$ cat src/rtl/md_handover_ctrl_if.sv
// Bus between the DM stage and the handover decision stage.
// master = DM side (drives qualities/strobe/data), slave = handover controller.
interface md_handover_ctrl_if;
   logic [7:0] signalquality1;
   logic [7:0] signalquality2;
   logic [7:0] signalquality3;
   logic       compare_enable;
   logic [3:0] DM_MD_data;
   logic [3:0] final_data;
   logic [1:0] MD_DM_target;
   logic [7:0] MD_DM_sq1;
   logic [7:0] MD_DM_sq2;
   logic [7:0] MD_DM_sq3;
   logic       ho_active;
   logic [7:0] ho_count;

   modport master (
      output signalquality1, signalquality2, signalquality3, compare_enable, DM_MD_data,
      input  final_data, MD_DM_target, MD_DM_sq1, MD_DM_sq2, MD_DM_sq3, ho_active, ho_count
   );

   modport slave (
      input  signalquality1, signalquality2, signalquality3, compare_enable, DM_MD_data,
      output final_data, MD_DM_target, MD_DM_sq1, MD_DM_sq2, MD_DM_sq3, ho_active, ho_count
   );
endinterface

$ cat src/rtl/md_handover_ctrl.sv
// Handover decision stage: picks the serving base station, applies hysteresis
// and time-to-trigger before switching, and freezes delivered data for a fixed
// guard window while a handover is in progress.
module md_handover_ctrl #(
   parameter int HYST  = 8,
   parameter int TTT   = 3,
   parameter int GUARD = 8,
   parameter int CW    = 4
) (
   input  logic               clk,
   input  logic               reset,
   md_handover_ctrl_if.slave  bus
);
   localparam logic [1:0] IDLE      = 2'd0;
   localparam logic [1:0] CONNECTED = 2'd1;
   localparam logic [1:0] HANDOVER  = 2'd2;

   logic [1:0]    state;
   logic [CW-1:0] ttt_cnt;
   logic [CW-1:0] guard_cnt;
   logic [1:0]    cand;

   logic [1:0]    best_all;
   logic [1:0]    best_other;
   logic [7:0]    serv_q;
   logic [7:0]    other_q;
   logic          all_zero;
   logic          qualifies;
   logic [CW-1:0] ttt_next;

   // Best of all three stations; ties resolve to the lowest index.
   always_comb begin
      best_all = 2'b11;
      if (bus.signalquality1 >= bus.signalquality2 && bus.signalquality1 >= bus.signalquality3)
         best_all = 2'b01;
      else if (bus.signalquality2 >= bus.signalquality3)
         best_all = 2'b10;
      all_zero = (bus.signalquality1 == 8'd0) && (bus.signalquality2 == 8'd0) &&
                 (bus.signalquality3 == 8'd0);
   end

   // Serving quality and best non-serving candidate (lower index wins ties).
   always_comb begin
      serv_q     = 8'd0;
      other_q    = 8'd0;
      best_other = 2'b00;
      case (bus.MD_DM_target)
         2'b01: begin
            serv_q = bus.signalquality1;
            if (bus.signalquality2 >= bus.signalquality3) begin
               best_other = 2'b10; other_q = bus.signalquality2;
            end else begin
               best_other = 2'b11; other_q = bus.signalquality3;
            end
         end
         2'b10: begin
            serv_q = bus.signalquality2;
            if (bus.signalquality1 >= bus.signalquality3) begin
               best_other = 2'b01; other_q = bus.signalquality1;
            end else begin
               best_other = 2'b11; other_q = bus.signalquality3;
            end
         end
         2'b11: begin
            serv_q = bus.signalquality3;
            if (bus.signalquality1 >= bus.signalquality2) begin
               best_other = 2'b01; other_q = bus.signalquality1;
            end else begin
               best_other = 2'b10; other_q = bus.signalquality2;
            end
         end
         default: ;
      endcase
      // 9-bit compare so serv_q + HYST never wraps.
      qualifies = {1'b0, other_q} >= ({1'b0, serv_q} + 9'(HYST));
      ttt_next  = (best_other == cand) ? ttt_cnt + CW'(1) : CW'(1);
   end

   // Decision FSM, report registers and handover guard window.
   always_ff @(posedge clk or negedge reset) begin
      if (!reset) begin
         state            <= IDLE;
         ttt_cnt          <= '0;
         guard_cnt        <= '0;
         cand             <= 2'b00;
         bus.final_data   <= 4'd0;
         bus.MD_DM_target <= 2'b00;
         bus.MD_DM_sq1    <= 8'd0;
         bus.MD_DM_sq2    <= 8'd0;
         bus.MD_DM_sq3    <= 8'd0;
         bus.ho_active    <= 1'b0;
         bus.ho_count     <= 8'd0;
      end else begin
         if (bus.compare_enable) begin
            bus.MD_DM_sq1 <= bus.signalquality1;
            bus.MD_DM_sq2 <= bus.signalquality2;
            bus.MD_DM_sq3 <= bus.signalquality3;
         end
         case (state)
            IDLE: begin
               if (bus.compare_enable && !all_zero) begin
                  bus.MD_DM_target <= best_all;
                  state            <= CONNECTED;
               end
            end
            CONNECTED: begin
               bus.final_data <= bus.DM_MD_data;
               if (bus.compare_enable) begin
                  if (all_zero) begin
                     state            <= IDLE;
                     bus.MD_DM_target <= 2'b00;
                     ttt_cnt          <= '0;
                     cand             <= 2'b00;
                  end else if ((serv_q == 8'd0 && other_q != 8'd0) ||
                               (qualifies && ttt_next == CW'(TTT))) begin
                     // Link lost bypasses TTT; otherwise the candidate has won TTT samples.
                     bus.MD_DM_target <= best_other;
                     state            <= HANDOVER;
                     guard_cnt        <= '0;
                     ttt_cnt          <= '0;
                     cand             <= 2'b00;
                     bus.ho_active    <= 1'b1;
                  end else if (qualifies) begin
                     ttt_cnt <= ttt_next;
                     cand    <= best_other;
                  end else begin
                     ttt_cnt <= '0;
                     cand    <= 2'b00;
                  end
               end
            end
            HANDOVER: begin
               if (guard_cnt == CW'(GUARD - 1)) begin
                  state         <= CONNECTED;
                  bus.ho_active <= 1'b0;
                  if (bus.ho_count != 8'hFF) bus.ho_count <= bus.ho_count + 8'd1;
               end else begin
                  guard_cnt <= guard_cnt + CW'(1);
               end
            end
            default: state <= IDLE;
         endcase
      end
   end
endmodule
$ cat src/flat_wrapper.sv
// flat-port wrapper written by rule: the top's interface ports become plain ports
module md_handover_ctrl_flat 
#(
   parameter int HYST  = 8,
   parameter int TTT   = 3,
   parameter int GUARD = 8,
   parameter int CW    = 4
)
  (clk, reset, bus_signalquality1, bus_signalquality2, bus_signalquality3, bus_compare_enable, bus_DM_MD_data, bus_final_data, bus_MD_DM_target, bus_MD_DM_sq1, bus_MD_DM_sq2, bus_MD_DM_sq3, bus_ho_active, bus_ho_count);
  md_handover_ctrl_if bus_i ();
  input  logic clk;
  input  logic reset;
  input wire logic [$bits(bus_i.signalquality1)-1:0] bus_signalquality1;
  input wire logic [$bits(bus_i.signalquality2)-1:0] bus_signalquality2;
  input wire logic [$bits(bus_i.signalquality3)-1:0] bus_signalquality3;
  input wire logic [$bits(bus_i.compare_enable)-1:0] bus_compare_enable;
  input wire logic [$bits(bus_i.DM_MD_data)-1:0] bus_DM_MD_data;
  output wire logic [$bits(bus_i.final_data)-1:0] bus_final_data;
  output wire logic [$bits(bus_i.MD_DM_target)-1:0] bus_MD_DM_target;
  output wire logic [$bits(bus_i.MD_DM_sq1)-1:0] bus_MD_DM_sq1;
  output wire logic [$bits(bus_i.MD_DM_sq2)-1:0] bus_MD_DM_sq2;
  output wire logic [$bits(bus_i.MD_DM_sq3)-1:0] bus_MD_DM_sq3;
  output wire logic [$bits(bus_i.ho_active)-1:0] bus_ho_active;
  output wire logic [$bits(bus_i.ho_count)-1:0] bus_ho_count;
  assign bus_i.signalquality1 = bus_signalquality1;
  assign bus_i.signalquality2 = bus_signalquality2;
  assign bus_i.signalquality3 = bus_signalquality3;
  assign bus_i.compare_enable = bus_compare_enable;
  assign bus_i.DM_MD_data = bus_DM_MD_data;
  assign bus_final_data = bus_i.final_data;
  assign bus_MD_DM_target = bus_i.MD_DM_target;
  assign bus_MD_DM_sq1 = bus_i.MD_DM_sq1;
  assign bus_MD_DM_sq2 = bus_i.MD_DM_sq2;
  assign bus_MD_DM_sq3 = bus_i.MD_DM_sq3;
  assign bus_ho_active = bus_i.ho_active;
  assign bus_ho_count = bus_i.ho_count;
  md_handover_ctrl #(.HYST(HYST), .TTT(TTT), .GUARD(GUARD), .CW(CW)) u_core (.clk(clk), .reset(reset), .bus(bus_i));
endmodule
$ cat config.mk
export PLATFORM = sky130hd
export DESIGN_NAME = md_handover_ctrl_flat
export DESIGN_NICKNAME = d
export VERILOG_FILES = /design/src/rtl/md_handover_ctrl_if.sv /design/src/rtl/md_handover_ctrl.sv /design/src/flat_wrapper.sv
export SDC_FILE = /design/constraint.sdc
export NUM_CORES = 1
export LEC_CHECK = 0
export BUFFER_PORTS_ARGS = -buffer_cell sky130_fd_sc_hd__buf_4
export CAP_MARGIN = 10
export CORE_ASPECT_RATIO = 0.9
export CORE_MARGIN = 5
export CORE_UTILIZATION = 50
export DETAILED_ROUTE_END_ITERATION = 12
export MAX_ROUTING_LAYER = met4
export PLACE_DENSITY = 0.77
export SLEW_MARGIN = 20
export SYNTH_ARGS = -nofsm -noshare
export SYNTH_HDL_FRONTEND = slang
export SYNTH_SLANG_ARGS = --single-unit
export TNS_END_PERCENT = 50
$ cat constraint.sdc
create_clock -name clk -period 2.9 [get_ports clk]
set_input_delay 0.29 -clock clk [delete_from_list [all_inputs] [get_ports clk]]
set_output_delay 0.29 -clock clk [all_outputs]
set_load 0.05 [all_outputs]
==> results.json <==
{
  "ios": 70,
  "grt_max_degree": 52,
  "switching_power_uw": 1974,
  "outcome": "complete, but fails checks",
  "initialDrtViolationCount": 247,
  "crit_required_ns": 3.12,
  "skew_ns": 0.01038,
  "worstSkewPairLatency_ns": 0.32,
  "core-area_um2": 7470,
  "use_met2_pct": 44.01,
  "syn_inst": 388,
  "rr_startpoint": "u_core.bus.MD_DM_target[1]",
  "yosysMostFrequentCell": "dfrtp_1",
  "antenna_found_initial": 0,
  "syn_to_final_growth_pct": 49.55,
  "yosysUniqueCellTypes": 64,
  "insertedDiodeCount": 0,
  "portBuffers": 69,
  "critPathMaxFanout": 5,
  "post-route-util_pct": 75.63,
  "r2r.worst_path.cells": 13,
  "place_ws_ns": -1.046,
  "p_comb_share_pct": 67.6,
  "synth-async-reset-ratio_pct": 100.0,
  "layout-drive-gt1-share_pct": 48.83,
  "synth_top_area_cell": "dfrtp_1",
  "numCtsBuffers": 5,
  "clock_power_share_pct": 11.5,
  "synth.avg_cell_area_um2": 9.735,
  "antenna_left": 0,
  "drt-pass1-iter-count": 5,
  "clock-sinks": 51,
  "hold_violations": 21,
  "fin_crit_ns": 3.444,
  "cts_root_buf": "clkbuf_8",
  "power-per-cell-area_nw_per_um2": 813.2,
  "worst_pin_slew_ns": 0.6585,
  "die_x_um": 101.6,
  "cap_violations": 0,
  "cp-end-kind": "register",
  "grt_pass1_wl_um": 19670,
  "swShare_pct": 42.97,
  "avgRoutedWirePerCell_um": 18.37,
  "leakage_uw": 0.002650,
  "drv_slew": 0,
  "ir_drop_uv": 416.8,
  "dpl.hpwl_um": 9536,
  "cp.arrival_ns": 3.67,
  "r2r_setup_slack_ns": -0.50,
  "die_h_um": 92.46,
  "cts_htree_levels": 2,
  "syn-cell-area_um2": 3777,
  "syn_nets": 455,
  "violations": "hold timing, setup timing",
  "layout.nets": 623,
  "yosysSeqAreaShare_pct": 33.79,
  "fillers": 530,
  "yosys.area.top_type_share_pct": 33.79,
  "finalSetupViolations": 15,
  "met3_usage_pct": 2.786,
  "ys.flop_type": "dfrtp_1",
  "grt_pass1_vias": 3862,
  "hold_path_class": "in -> async",
  "relSlewSlack_pct": 56.10,
  "initial_utilization_pct": 50.57,
  "dieArea_um2": 9395,
  "p_total_uw": 4594,
  "setup.worst_path.start_class": "input port",
  "cts_tree": "built",
  "num_rows": 30,
  "overflow": 0,
  "ys_warn_count": 0,
  "grt.total_usage_pct": 27.39,
  "top_usage_layer": "met2",
  "whs_ns": -0.01753,
  "synth_top_cells_by_count": "dfrtp_1, ha_1, nand2_1, mux2_2",
  "internal_power_uw": 2620,
  "ys_seq_elements": 51,
  "via_per_inst": 5.744,
  "globalplace.congestion": 0.9966,
  "rsz0062_at_grt": "true",
  "drcViolationCount": 0,
  "cts_buffer_depth": 2,
  "vias": 3751,
  "fin_crit_sh_pct": 118.8,
  "drt-total-wl_um": 12000,
  "clk_pin_slew_ns": 0.11,
  "ys_top_cells_by_area": "dfrtp_1, ha_1, mux2_2",
  "synth_edf_count": 0,
  "hold_buffers": 0,
  "p_seq_share_pct": 20.9,
  "worst_slack_ns": -0.5443,
  "timing.fmax_mhz": 290.3,
  "path_class": "in -> reg",
  "grt_use_met1_pct": 37.11,
  "critical_path.startpoint": "bus_signalquality3[1]",
  "r2r_end": "u_core.bus.MD_DM_target[1]"
}
registers in the layout, summed over array words and instances, names as in the netlist:
| register | flops |
|---|---|
| u_core.bus.MD_DM_target | 2 |
| u_core.ttt_cnt | 4 |
| u_core.bus.MD_DM_sq3 | 8 |
| u_core.bus.final_data | 4 |
| u_core.bus.ho_count | 8 |
| u_core.state | 2 |
| u_core.guard_cnt | 4 |
| u_core.bus.MD_DM_sq2 | 8 |
| u_core.bus.ho_active | 1 |
| u_core.bus.MD_DM_sq1 | 8 |
| u_core.cand | 2 |
worst max-delay path: stages:
cell       delay [ns]
buf_4            0.11
inv_1            0.11
ha_4             0.22
a2111oi_4        0.40
o41ai_4          0.14
buf_12           0.15
and3_4           0.13
a2111o_1         0.43
ha_4             0.27
a2111oi_4        0.34
o21ai_1          0.11
a31oi_1          0.20
nor2_1           0.07
nand4_1          0.11
nand3_2          0.08
o21ai_2          0.18
mux2_4           0.31
cell families (layout without fill, tap and decap cells):
group                      Yosys count  count (layout)  synth area share (%)
and+or+nand+nor                    116             116                 15.40
AOI/OAI and AO/OA                   96              96                 20.04
DFF                                 51              51                 33.79
muxes                               41              41                 11.86
adders and majority gates           36              36                 11.92
buffers and inverters               35             204                 3.974
xor gates and xnor gates            13              13                 3.014
per-stage QoR:
step           setup TNS, ns  cells  cell area, um2
2_1_floorplan         -4.744    388            3916
3_3_place_gp          -11.69    635            5221
3_5_place_dp          -13.83    635            5221
4_1_cts               -6.021    649            5497
5_1_grt               -8.553    653            5649
6_report              -6.606    653            5649
cells in the final DEF, fill, tap and decap left out, types with 4 or more instances in the layout:
cell | Yosys | layout
a211oi_2 | 2 | 5
a21oi_1 | 13 | 9
a22oi_1 | 5 | 5
a31oi_1 | 4 | 4
a32o_1 | 5 | 5
buf_12 | 0 | 4
buf_4 | 0 | 164
buf_6 | 2 | 4
clkbuf_8 | 0 | 5
dfrtp_1 | 51 | 50
ha_1 | 36 | 24
ha_4 | 0 | 10
inv_1 | 22 | 14
inv_2 | 0 | 4
mux2_2 | 29 | 29
mux2i_1 | 11 | 11
nand2_1 | 35 | 32
nand2b_1 | 7 | 6
nand3_1 | 9 | 8
nand4_1 | 9 | 9
nor2_1 | 22 | 19
nor2b_1 | 6 | 5
nor3_1 | 7 | 5
nor4_1 | 4 | 4
o21a_1 | 5 | 5
o21ai_0 | 20 | 14
o21ai_1 | 0 | 5
o22ai_1 | 4 | 4
o2bb2ai_1 | 4 | 4
xnor2_1 | 6 | 6
xor2_1 | 7 | 7
power by group through the flow:
stage	registers (uW)	clock network (uW)	logic, uW
2_1_floorplan	1200	0	1330
3_3_place_gp	960	0	2630
3_5_place_dp	968	0	2700
4_1_cts	958	537	2930
5_1_grt	981	560	3350
6_report	959	528	3110
area by class of cell:
| type | count | area, um2 | area share (%) |
|---|---|---|---|
| tap | 96 | 120.1 | 2.126 |
| multi-input combinational | 302 | 2646 | 46.84 |
| timing repair buffer | 173 | 1371 | 24.27 |
| clock inverter | 3 | 46.29 | 0.8195 |
| inverter | 23 | 118.9 | 2.104 |
| sequential | 51 | 1277 | 22.61 |
| clock buffer | 5 | 68.82 | 1.218 |
routing by layer:
layer | part of all wire (%) | vias up
li1 | - | 1788
met1 | 45 | 1824
met5 | 0 | -
met3 | 4.8 | 15
met4 | 1.1 | 0
met2 | 49 | 124
worst max path at each step:
stage / to / slack (ns) / cells past startpoint
2_1_floorplan: u_core.bus.MD_DM_target[1] / -0.56 / 17
3_3_place_gp: u_core.bus.MD_DM_target[1] / -0.87 / 18
3_5_place_dp: u_core.bus.MD_DM_target[1] / -1.05 / 21
4_1_cts: u_core.bus.MD_DM_target[1] / -0.56 / 18
5_1_grt: u_core.bus.MD_DM_target[1] / -0.68 / 18
6_report: u_core.bus.MD_DM_target[1] / -0.54 / 17
timing repair:
| item | CTS | global route |
|---|---|---|
| setup buffers | 6 | 4 |
| pin swaps | 19 | 34 |
| gates resized for setup | 25 | 30 |
| endpoints found under the setup margin | 15 | 15 |
Note: power is estimated with default switching activity, not from simulation.
